<file path="config.mk">
export PLATFORM = sky130hd
export DESIGN_NAME = rf_write_arbiter_flat
export DESIGN_NICKNAME = d
export VERILOG_FILES = /design/src/rtl/rf_pkg.sv /design/src/rtl/rf_write_arbiter_if.sv /design/src/rtl/rf_wbuf.sv /design/src/rtl/rf_write_arbiter.sv /design/src/flat_wrapper.sv
export SDC_FILE = /design/constraint.sdc
export NUM_CORES = 1
export LEC_CHECK = 0
export CAP_MARGIN = 20
export CORE_MARGIN = 4
export CORE_UTILIZATION = 44
export DETAILED_ROUTE_END_ITERATION = 10
export GPL_TIMING_DRIVEN = 0
export PLACE_DENSITY_LB_ADDON = 0.08
export SYNTH_ARGS = -nofsm -noshare
export SYNTH_HDL_FRONTEND = slang
export SYNTH_SLANG_ARGS = --single-unit
</file>
<file path="constraint.sdc">
create_clock -name clk -period 2.3 [get_ports clk]
set_input_delay 0.345 -clock clk [delete_from_list [all_inputs] [get_ports clk]]
set_output_delay 0.345 -clock clk [all_outputs]
set_load 0.03 [all_outputs]
</file>
<file path="src/rtl/rf_pkg.sv">
`default_nettype none
// ============================================================================
// Module      : rf_pkg
// Description : Shared constants and buffer-entry type for the RF write arbiter
// Revision    : 1.0
// ============================================================================
package rf_pkg;
    localparam int AW = 5;
    localparam int DW = 32;
    localparam logic [4:0] REG_ZERO = 5'd0;

    typedef struct packed {
        logic          live;
        logic [AW-1:0] addr;
        logic [DW-1:0] data;
    } wbuf_entry_t;
endpackage
`default_nettype wire

</file>
<file path="src/rtl/rf_write_arbiter_if.sv">
`default_nettype none
// ============================================================================
// Module      : rf_write_arbiter_if
// Description : WB / MDU / register-file / decode signals of the write arbiter
// Revision    : 1.0
// ============================================================================
interface rf_write_arbiter_if #(
    parameter int DEPTH = 2,
    parameter int AW    = 5,
    parameter int DW    = 32
);
    localparam int CW = $clog2(DEPTH) + 1;

    logic          wb_we;
    logic [AW-1:0] wb_waddr;
    logic [DW-1:0] wb_wdata;
    logic          mdu_valid;
    logic [AW-1:0] mdu_waddr;
    logic [DW-1:0] mdu_wdata;
    logic          mdu_ready;
    logic          rf_regwrite;
    logic [AW-1:0] rf_writereg;
    logic [DW-1:0] rf_writeda;
    logic [AW-1:0] rd_addr1;
    logic [AW-1:0] rd_addr2;
    logic          stall;
    logic [CW-1:0] count;

    modport slave (
        input  wb_we, wb_waddr, wb_wdata,
        input  mdu_valid, mdu_waddr, mdu_wdata,
        input  rd_addr1, rd_addr2,
        output mdu_ready, rf_regwrite, rf_writereg, rf_writeda, stall, count
    );

    modport master (
        output wb_we, wb_waddr, wb_wdata,
        output mdu_valid, mdu_waddr, mdu_wdata,
        output rd_addr1, rd_addr2,
        input  mdu_ready, rf_regwrite, rf_writereg, rf_writeda, stall, count
    );
endinterface
`default_nettype wire

</file>
<file path="src/rtl/rf_wbuf.sv">
`default_nettype none
// ============================================================================
// Module      : rf_wbuf
// Description : In-order MDU result FIFO with per-entry live flag and kill port
// Revision    : 1.0
// ============================================================================
module rf_wbuf #(
    parameter int DEPTH = 2,
    parameter int AW    = 5,
    parameter int DW    = 32
) (
    input  wire logic                       clk,
    input  wire logic                       rst,
    input  wire logic                       push,
    input  wire logic                       push_live,
    input  wire logic [AW-1:0]              push_addr,
    input  wire logic [DW-1:0]              push_data,
    input  wire logic                       pop,
    input  wire logic                       kill,
    input  wire logic [AW-1:0]              kill_addr,
    output logic                            head_live,
    output logic [AW-1:0]                   head_addr,
    output logic [DW-1:0]                   head_data,
    output logic [$clog2(DEPTH):0]          count,
    output logic [DEPTH-1:0]                ent_live,
    output logic [AW-1:0]                   ent_addr [DEPTH]
);
    localparam int PW = $clog2(DEPTH);
    localparam int CW = PW + 1;

    logic [DEPTH-1:0] r_live;
    logic [AW-1:0]    r_addr [DEPTH];
    logic [DW-1:0]    r_data [DEPTH];
    logic [PW-1:0]    r_head;
    logic [PW-1:0]    r_tail;
    logic [CW-1:0]    r_count;

    // Later assignments win: kill, then pop clears the vacated slot, then push.
    always_ff @(posedge clk) begin
        if (rst) begin
            r_live  <= '0;
            r_head  <= '0;
            r_tail  <= '0;
            r_count <= '0;
        end else begin
            for (int i = 0; i < DEPTH; i++) begin
                if (kill && (r_addr[i] == kill_addr)) begin
                    r_live[i] <= 1'b0;
                end
            end
            if (pop) begin
                r_live[r_head] <= 1'b0;
                r_head         <= r_head + 1'b1;
            end
            if (push) begin
                r_live[r_tail] <= push_live;
                r_tail         <= r_tail + 1'b1;
            end
            r_count <= r_count + CW'(push) - CW'(pop);
        end
    end

    always_ff @(posedge clk) begin
        if (push) begin
            r_addr[r_tail] <= push_addr;
            r_data[r_tail] <= push_data;
        end
    end

    assign head_live = r_live[r_head];
    assign head_addr = r_addr[r_head];
    assign head_data = r_data[r_head];
    assign count     = r_count;
    assign ent_live  = r_live;
    assign ent_addr  = r_addr;
endmodule
`default_nettype wire

</file>
<file path="src/rtl/rf_write_arbiter.sv">
`default_nettype none
// ============================================================================
// Module      : rf_write_arbiter
// Description : Shares the RF write port between writeback and the MDU buffer
// Revision    : 1.0
// ============================================================================
module rf_write_arbiter
    import rf_pkg::*;
#(
    parameter int DEPTH = 2,
    parameter int AW    = rf_pkg::AW,
    parameter int DW    = rf_pkg::DW
) (
    input wire logic          clk,
    input wire logic          rst,
    rf_write_arbiter_if.slave bus
);
    localparam int CW = $clog2(DEPTH) + 1;

    logic          w_wb_eff;
    logic          w_ready;
    logic          w_push;
    logic          w_push_live;
    logic          w_pop;
    logic          w_head_valid;
    logic          w_head_live;
    logic [AW-1:0] w_head_addr;
    logic [DW-1:0] w_head_data;
    logic [CW-1:0] w_count;
    logic [DEPTH-1:0] w_ent_live;
    logic [AW-1:0] w_ent_addr [DEPTH];
    logic          w_stall;

    logic          r_regwrite;
    logic [AW-1:0] r_writereg;
    logic [DW-1:0] r_writeda;

    function automatic logic src_hit(input logic [AW-1:0] src, input logic [AW-1:0] dst);
        return (src != AW'(REG_ZERO)) && (src == dst);
    endfunction

    assign w_wb_eff     = bus.wb_we && (bus.wb_waddr != AW'(REG_ZERO));
    assign w_ready      = !rst && (w_count < CW'(DEPTH));
    assign w_push       = bus.mdu_valid && w_ready;
    // WB is younger than a same-cycle MDU result to the same register.
    assign w_push_live  = (bus.mdu_waddr != AW'(REG_ZERO)) &&
                          !(w_wb_eff && (bus.wb_waddr == bus.mdu_waddr));
    assign w_head_valid = (w_count != '0);
    assign w_pop        = w_head_valid && (!w_head_live || !w_wb_eff);

    rf_wbuf #(
        .DEPTH (DEPTH),
        .AW    (AW),
        .DW    (DW)
    ) u_wbuf (
        .clk       (clk),
        .rst       (rst),
        .push      (w_push),
        .push_live (w_push_live),
        .push_addr (bus.mdu_waddr),
        .push_data (bus.mdu_wdata),
        .pop       (w_pop),
        .kill      (w_wb_eff),
        .kill_addr (bus.wb_waddr),
        .head_live (w_head_live),
        .head_addr (w_head_addr),
        .head_data (w_head_data),
        .count     (w_count),
        .ent_live  (w_ent_live),
        .ent_addr  (w_ent_addr)
    );

    always_ff @(posedge clk) begin
        if (rst) begin
            r_regwrite <= 1'b0;
            r_writereg <= '0;
            r_writeda  <= '0;
        end else if (w_wb_eff) begin
            r_regwrite <= 1'b1;
            r_writereg <= bus.wb_waddr;
            r_writeda  <= bus.wb_wdata;
        end else if (w_head_valid && w_head_live) begin
            r_regwrite <= 1'b1;
            r_writereg <= w_head_addr;
            r_writeda  <= w_head_data;
        end else begin
            r_regwrite <= 1'b0;
        end
    end

    always_comb begin
        w_stall = 1'b0;
        for (int i = 0; i < DEPTH; i++) begin
            if (w_ent_live[i] && (src_hit(bus.rd_addr1, w_ent_addr[i]) ||
                                  src_hit(bus.rd_addr2, w_ent_addr[i]))) begin
                w_stall = 1'b1;
            end
        end
        if (w_push && (src_hit(bus.rd_addr1, bus.mdu_waddr) ||
                       src_hit(bus.rd_addr2, bus.mdu_waddr))) begin
            w_stall = 1'b1;
        end
    end

    assign bus.mdu_ready   = w_ready;
    assign bus.rf_regwrite = r_regwrite;
    assign bus.rf_writereg = r_writereg;
    assign bus.rf_writeda  = r_writeda;
    assign bus.stall       = w_stall;
    assign bus.count       = w_count;
endmodule
`default_nettype wire

</file>
<file path="src/flat_wrapper.sv">
// flat-port wrapper written by rule: the top's interface ports become plain ports
module rf_write_arbiter_flat import rf_pkg::*;
#(
    parameter int DEPTH = 2,
    parameter int AW    = rf_pkg::AW,
    parameter int DW    = rf_pkg::DW
)
  (clk, rst, bus_wb_we, bus_wb_waddr, bus_wb_wdata, bus_mdu_valid, bus_mdu_waddr, bus_mdu_wdata, bus_rd_addr1, bus_rd_addr2, bus_mdu_ready, bus_rf_regwrite, bus_rf_writereg, bus_rf_writeda, bus_stall, bus_count);
  rf_write_arbiter_if #(.DEPTH(DEPTH), .AW(AW), .DW(DW)) bus_i ();
  input wire logic clk;
  input wire logic rst;
  input wire logic [$bits(bus_i.wb_we)-1:0] bus_wb_we;
  input wire logic [$bits(bus_i.wb_waddr)-1:0] bus_wb_waddr;
  input wire logic [$bits(bus_i.wb_wdata)-1:0] bus_wb_wdata;
  input wire logic [$bits(bus_i.mdu_valid)-1:0] bus_mdu_valid;
  input wire logic [$bits(bus_i.mdu_waddr)-1:0] bus_mdu_waddr;
  input wire logic [$bits(bus_i.mdu_wdata)-1:0] bus_mdu_wdata;
  input wire logic [$bits(bus_i.rd_addr1)-1:0] bus_rd_addr1;
  input wire logic [$bits(bus_i.rd_addr2)-1:0] bus_rd_addr2;
  output wire logic [$bits(bus_i.mdu_ready)-1:0] bus_mdu_ready;
  output wire logic [$bits(bus_i.rf_regwrite)-1:0] bus_rf_regwrite;
  output wire logic [$bits(bus_i.rf_writereg)-1:0] bus_rf_writereg;
  output wire logic [$bits(bus_i.rf_writeda)-1:0] bus_rf_writeda;
  output wire logic [$bits(bus_i.stall)-1:0] bus_stall;
  output wire logic [$bits(bus_i.count)-1:0] bus_count;
  assign bus_i.wb_we = bus_wb_we;
  assign bus_i.wb_waddr = bus_wb_waddr;
  assign bus_i.wb_wdata = bus_wb_wdata;
  assign bus_i.mdu_valid = bus_mdu_valid;
  assign bus_i.mdu_waddr = bus_mdu_waddr;
  assign bus_i.mdu_wdata = bus_mdu_wdata;
  assign bus_i.rd_addr1 = bus_rd_addr1;
  assign bus_i.rd_addr2 = bus_rd_addr2;
  assign bus_mdu_ready = bus_i.mdu_ready;
  assign bus_rf_regwrite = bus_i.rf_regwrite;
  assign bus_rf_writereg = bus_i.rf_writereg;
  assign bus_rf_writeda = bus_i.rf_writeda;
  assign bus_stall = bus_i.stall;
  assign bus_count = bus_i.count;
  rf_write_arbiter #(.DEPTH(DEPTH), .AW(AW), .DW(DW)) u_core (.clk(clk), .rst(rst), .bus(bus_i));
endmodule
</file>
# == After elaboration in Yosys (flattened, before gate mapping) ==
# Memory sizes are Yosys's and may differ from the RTL's. A register that Yosys moved wholly into a read port is not among the register bits.
# Cells that the tools add are included.
# Widths: inputs -> output; s select.
# totals
out_inout_bits,42
mem_count,1
mem_bits_rw,64
wordCells,103
input_bits,88
reg_bits,54
# op_classes
n_bitwise,4
n_addsub,4
mux,33
n_reduce_logical,35
n_eq_ne,9
magnitude_cmp,8
# mem_list
name,depth,width,read_ports,rd_clocked_by_memory_dff,write_ports,line,rtl
u_core.u_wbuf.r_data,2,32,1,1,1,rf_wbuf.sv:33,logic [DW-1:0] r_data [DEPTH];
# ops
operator,count
$mux 32,2
$eq 5x5->1,9
$mux 5,6
$logic_and 1x1->1,21
$reduce_bool 5->1,4
$mux 1,17
$bwmux 10,1
$mux 2,3
$demux 5 s1,1
$ge 2x2->1 const B,2
$logic_not 1->1,4
$logic_or 1x1->1,4
$lt 1x2->1 const B,2
$not 1->2,2
$reduce_bool 2->1,2
$add 1x1->1 const B,2
$add 2x1->2,1
$and 2x2->2,1
$bwmux 2,1
$demux 1 s1,2
$ge 1x1->1 const B,2
$lt 2x1->1 const B,1
$lt 2x2->1 const B,1
$not 2->2,1
$sub 2x1->2,1

# == Logic depth before layout (Yosys ltp) ==
# depth
ltp_word,10
mapped_depth,9

# == By module ==
# Synthesis repeated with hierarchy kept, for this count alone.
# unflattened
hier_cells,394
hier_area_um2,5469.0
# by_module_without_submodules
mod,cells_each,n_inst,area_per_inst_um2,seq_area_each_um2
rf_wbuf,160,1,3105.5,2362.3
rf_write_arbiter,234,1,2363.5,760.7

# == Least setup slack after synthesis ==
# OpenSTA, ideal clock, no wires.
# synth_timing
path_kind,input port to flip-flop
startpoint,input bus_wb_waddr[3]
endpoint,"register u_core.u_wbuf.r_count[1], in the netlist u_core.u_wbuf.count[1]"
cell_stages,9
setup_ps,70
path_buffers,2
t_arrival_ps,2131
setup_slack_ps,99
cell_sequence,or4_4 -> o21a_1 -> buf_6 -> buf_2 -> nand3_1 -> nand2_1 -> ha_1 -> or3_1 -> a21oi_1
# synth_between
elab_chain_cells,6
# synth_rtl
element,line,rtl
from (decl),flat_wrapper.sv:13,input wire logic [$bits(bus_i.wb_waddr)-1:0] bus_wb_waddr;
$reduce_bool 5->1,rf_write_arbiter.sv:42,assign w_wb_eff = bus.wb_we && (bus.wb_waddr != AW'(REG_ZERO));
$logic_and 1x1->1,rf_write_arbiter.sv:42,
$logic_not 1->1,rf_write_arbiter.sv:49,assign w_pop = w_head_valid && (!w_head_live || !w_wb_eff);
$logic_or 1x1->1,rf_write_arbiter.sv:49,
$logic_and 1x1->1,rf_write_arbiter.sv:49,
$sub 2x1->2,rf_wbuf.sv:59,r_count <= r_count + CW'(push) - CW'(pop);
to (signal assigned),rf_wbuf.sv:59,
to (decl),rf_wbuf.sv:36,logic [CW-1:0] r_count;
# Every way passes these cells.
# A chain may end at the register's enable or synchronous reset.

# == Final worst setup path ==
# layout_timing
startpoint,input bus_rd_addr2[1]
endpoint,output bus_stall
# layout_between
elab_chain_cells,7
# layout_rtl
element,line,rtl
from (decl),flat_wrapper.sv:19,input wire logic [$bits(bus_i.rd_addr2)-1:0] bus_rd_addr2;
$eq 5x5->1 / $reduce_bool 5->1 (equally long branches),rf_write_arbiter.sv:39,return (src != AW'(REG_ZERO)) && (src == dst);
$logic_and 1x1->1,rf_write_arbiter.sv:39,
$logic_or 1x1->1,rf_write_arbiter.sv:94,"if (w_ent_live[i] && (src_hit(bus.rd_addr1, w_ent_addr[i]) ||"
$logic_and 1x1->1,rf_write_arbiter.sv:94,
$mux 1 (2 in series),rf_write_arbiter.sv:94,
$mux 1 *,rf_write_arbiter.sv:99,"if (w_push && (src_hit(bus.rd_addr1, bus.mdu_waddr) ||"
to (decl),flat_wrapper.sv:24,output wire logic [$bits(bus_i.stall)-1:0] bus_stall;
# Mark *: on every way between the ends. The rest lies on a longest branch, timed or not.

==> results.yml <==
die:
  chipHeight_um: 116.3
  num_io_pins: 130
  core_area_mm2: 0.01147
  die_x_um: 116.3
  die-area_mm2: 0.01352
  rows: 39
  initial_core_util_pct: 44.99
cts:
  clkLatencyLatePin_ns: 0.41
  cts_sinks: 119
  path_clk_slew_ns: 0.05
  clockRootBuffer: "clkbuf_16"
  cts_hold_buf: 0
  cts_buffers: 17
  cts.path.max_buffers: 2
  cts_tree: "done"
  htree_levels: 4
synthesis:
  synth_top_family_by_area: "compound AO/OA/AOI/OAI gates"
  yosys.area.top_type_share_pct: 43.08
  avgSynthCellArea_um2: 11.59
  syn_inst: 445
  yosys-top-cells-area: "edfxtp_1 (43%), dfxtp_1 (17%), mux2i_1 (7.2%)"
  synth-xor-area-share_pct: 7.810
  synth.largest_area_cell: "edfxtp_1"
  synth_mux_area_share_pct: 7.398
  synth_cell_types: 33
  yosysSeqAreaShare_pct: 60.54
  syn_area_mm2: 0.005159
  synth-seq-cells: 119
  synth-simple-area-share_pct: 9.435
  yosys.area_share.adder_pct: 0.2425
  ys_warn_count: 0
  synth_nets: 534
  synth_compound_area_share_pct: 11.76
setup_path:
  cp-start-kind: "input pin"
  critPathCaptureType: "output pin"
  r2r-end: "u_core.bus.rf_writeda[0]$_SDFFE_PP0P_"
  slowest_delay_ns: 0.55
  cp.arrival_ns: 1.89
  cp.required_ns: 1.96
  worstPathCellList: "dlygate4sd2_1 > or4_1 > nor2_2 > nor4_1 > o21ai_0 > nand3_1 > buf_2"
  reg2reg_slack_ns: 0.32
  slowest_stage: "or4_1"
  rr_worst_depth: 7
  r2r-start: "u_core.u_wbuf.r_head$_SDFFE_PP0P_"
  critPathMaxFanout: 4
  crit_type: "in2out"
placed_design:
  portBuffers: 128
  place_hpwl_mm: 9.502
  dp_cells: 718
  placed_cell_area_mm2: 0.006666
  gp_congestion: 0.7935
grt:
  grt_pass1_vias: 4157
  grt_start_max_net_pins: 38
  grt_pass1_wl_mm: 20.97
  grt.overflow.total: 0
  grt_usage_pct: 20.56
  antenna_found_initial: 0
finish:
  finalNonFillerCells: 750
  postLayoutCellArea_mm2: 0.007242
  drive_above_1_share_pct: 9.885
  fill_cells: 942
  antenna_cells: 0
  seqCellArea_mm2: 0.003123
  nets: 683
  final_util_pct: 63.15
  multi_input_area_mm2: 0.001917
  syn_to_final_growth_pct: 40.38
worst_hold_path:
  holdPathStages: 3
  hp-start: "bus_wb_waddr[4]"
  worstHoldPathType: "in2reg"
  hold_end: "u_core.bus.rf_writereg[4]$_SDFFE_PP0P_"
sta:
  finalSetupViolations: 0
  finalHoldViolations: 0
  max_slew_margin_pct: 46.96
  finalCritPeriodShare_pct: 97.09
  tightestPinTransition_ns: 0.7956
  fin_crit_ns: 2.233
  rsz0062_at_grt: "no"
  clock_skew_ns: 0.01002
  fmax_ghz: 0.4478
  worst_hold_slack_ns: 0.3521
  slew_violations: 0
detailed_routing:
  dr_wl_met3_um: 817
  dr.pass1.iters: 4
  met2_length_mm: 6.770
  vias_per_cell: 5.243
  post_drt_wl_per_cell_um: 17.81
  wl_mm: 13.36
  via_count: 3932
  top_layer: "met4"
  drtIter0Drc: 237
  drc_errors: 0
  drt-met1-wl_mm: 5.630
  ant_nets: 0
pwr:
  p_per_area_mw_per_mm2: 760.3
  power.total_uw: 5506
  worst_ir_drop_vdd_v: 0.0005697
  power.leakage_uw: 0.002481
flow_run:
  maxCapViolCount: 0
outcome:
  status: "finished clean"
## metal layers
metal / track usage, % / vias to the layer above
li1: - / 1927
met5: 0 / -
met1: 24.11 / 1876
met2: 35.35 / 116
met3: 6.684 / 13
met4: 7.347 / 0
## final cells by class
class	instances	area share (%)
sequential	119	43.12
multi-input combinational	295	26.47
tap	143	2.471
clock buffer	20	6.168
buffer	26	1.797
inverter	4	0.2073
clock inverter	12	1.451
timing repair buffer	131	18.31
## per-stage QoR
| stage | TNS (ns) | worst slack [ns] |
|---|---|---|
| detailed placement | -7.138 | -0.6914 |
| global placement | -55.45 | -0.6755 |
| finish | 0 | 0.06694 |
| CTS | 0 | 0.01073 |
| floorplan | 0 | 0.09915 |
| global route | 0 | 0.001416 |
## sequential cells by signal (all words and copies together), names as in the netlist, named ones only
register	cells
u_core.u_wbuf.r_data	64
u_core.bus.rf_writeda	32
u_core.u_wbuf.ent_addr	10
u_core.bus.rf_writereg	5
u_core.u_wbuf.count	2
u_core.u_wbuf.ent_live	2
u_core.bus.rf_regwrite	1
u_core.u_wbuf.r_head	1
u_core.u_wbuf.r_tail	1
## critical path, delay by kind of cell
family                 cells  cell delay, ns
AO/OA/AOI/OAI              1            0.18
AND/OR/NAND/NOR            4            0.87
buffers and inverters      2            0.48
## worst max path at each step
stage / start / end / slack, ns / cells after the start
2_1_floorplan: bus_wb_waddr[3] / u_core.u_wbuf.count[1]$_SDFF_PP0_ / 0.1 / 9
3_3_place_gp: bus_wb_waddr[3] / u_core.u_wbuf.count[1]$_SDFF_PP0_ / -0.68 / 10
3_5_place_dp: bus_wb_waddr[3] / u_core.u_wbuf.count[1]$_SDFF_PP0_ / -0.69 / 10
4_1_cts: bus_rd_addr1[4] / bus_stall / 0.01 / 7
5_1_grt: u_core.u_wbuf.ent_addr[3]$_DFFE_PP_ / bus_stall / 0.001 / 6
6_report: bus_rd_addr2[1] / bus_stall / 0.07 / 7
## cells in the mapped netlist
cell / number
nand2_1: 78
edfxtp_1: 74
dfxtp_1: 45
a21oi_1: 42
mux2i_1: 37
o211ai_1: 37
xnor2_1: 26
xor2_1: 20
buf_2: 11
clkbuf_1: 10
nor2_1: 10
nand3_1: 8
o21ai_0: 7
nor4_1: 6
inv_1: 4
buf_1: 3
nor3_1: 3
buf_4: 2
nand4_1: 2
nor2b_1: 2
o21a_1: 2
o22ai_1: 2
o31ai_1: 2
or3_1: 2
or4_1: 2
a21oi_4: 1
a311o_1: 1
a31oi_1: 1
buf_6: 1
ha_1: 1
mux2_2: 1
o21ai_2: 1
or4_4: 1
## cell usage in the layout, fill, tap and decap left out, drive strengths merged, types with 10 or more instances in the layout
| cell type | count |
|---|---|
| clkdlybuf4s50 | 111 |
| nand2 | 78 |
| edfxtp | 74 |
| dfxtp | 45 |
| a21oi | 43 |
| mux2i | 37 |
| o211ai | 37 |
| clkbuf | 30 |
| xnor2 | 26 |
| xor2 | 20 |
| buf | 20 |
| dlygate4sd2 | 12 |
| nor2 | 10 |
## cell families after synthesis
group           Yosys count
simple gates            114
fa+ha+maj                 1
xor+xnor                 46
flops                   119
buf+inv                  31
mux                      38
compound gates           96
## where the power goes
group / switching (µW) / total (µW) / leakage (µW) / internal (µW)
logic: 343 / 667 / 0.00117 / 324
clock network: 929 / 2430 / 0.000258 / 1510
registers: 44.4 / 2400 / 0.00105 / 2360
total: 1320 / 5510 / 0.00248 / 4190
## what timing repair did
item                                    in CTS  in global routing
setup buffers                                0                  1
gates resized for setup                     22                  8
endpoints found under the setup margin       4                  1
No activity file was read; power rests on OpenSTA's default activity.
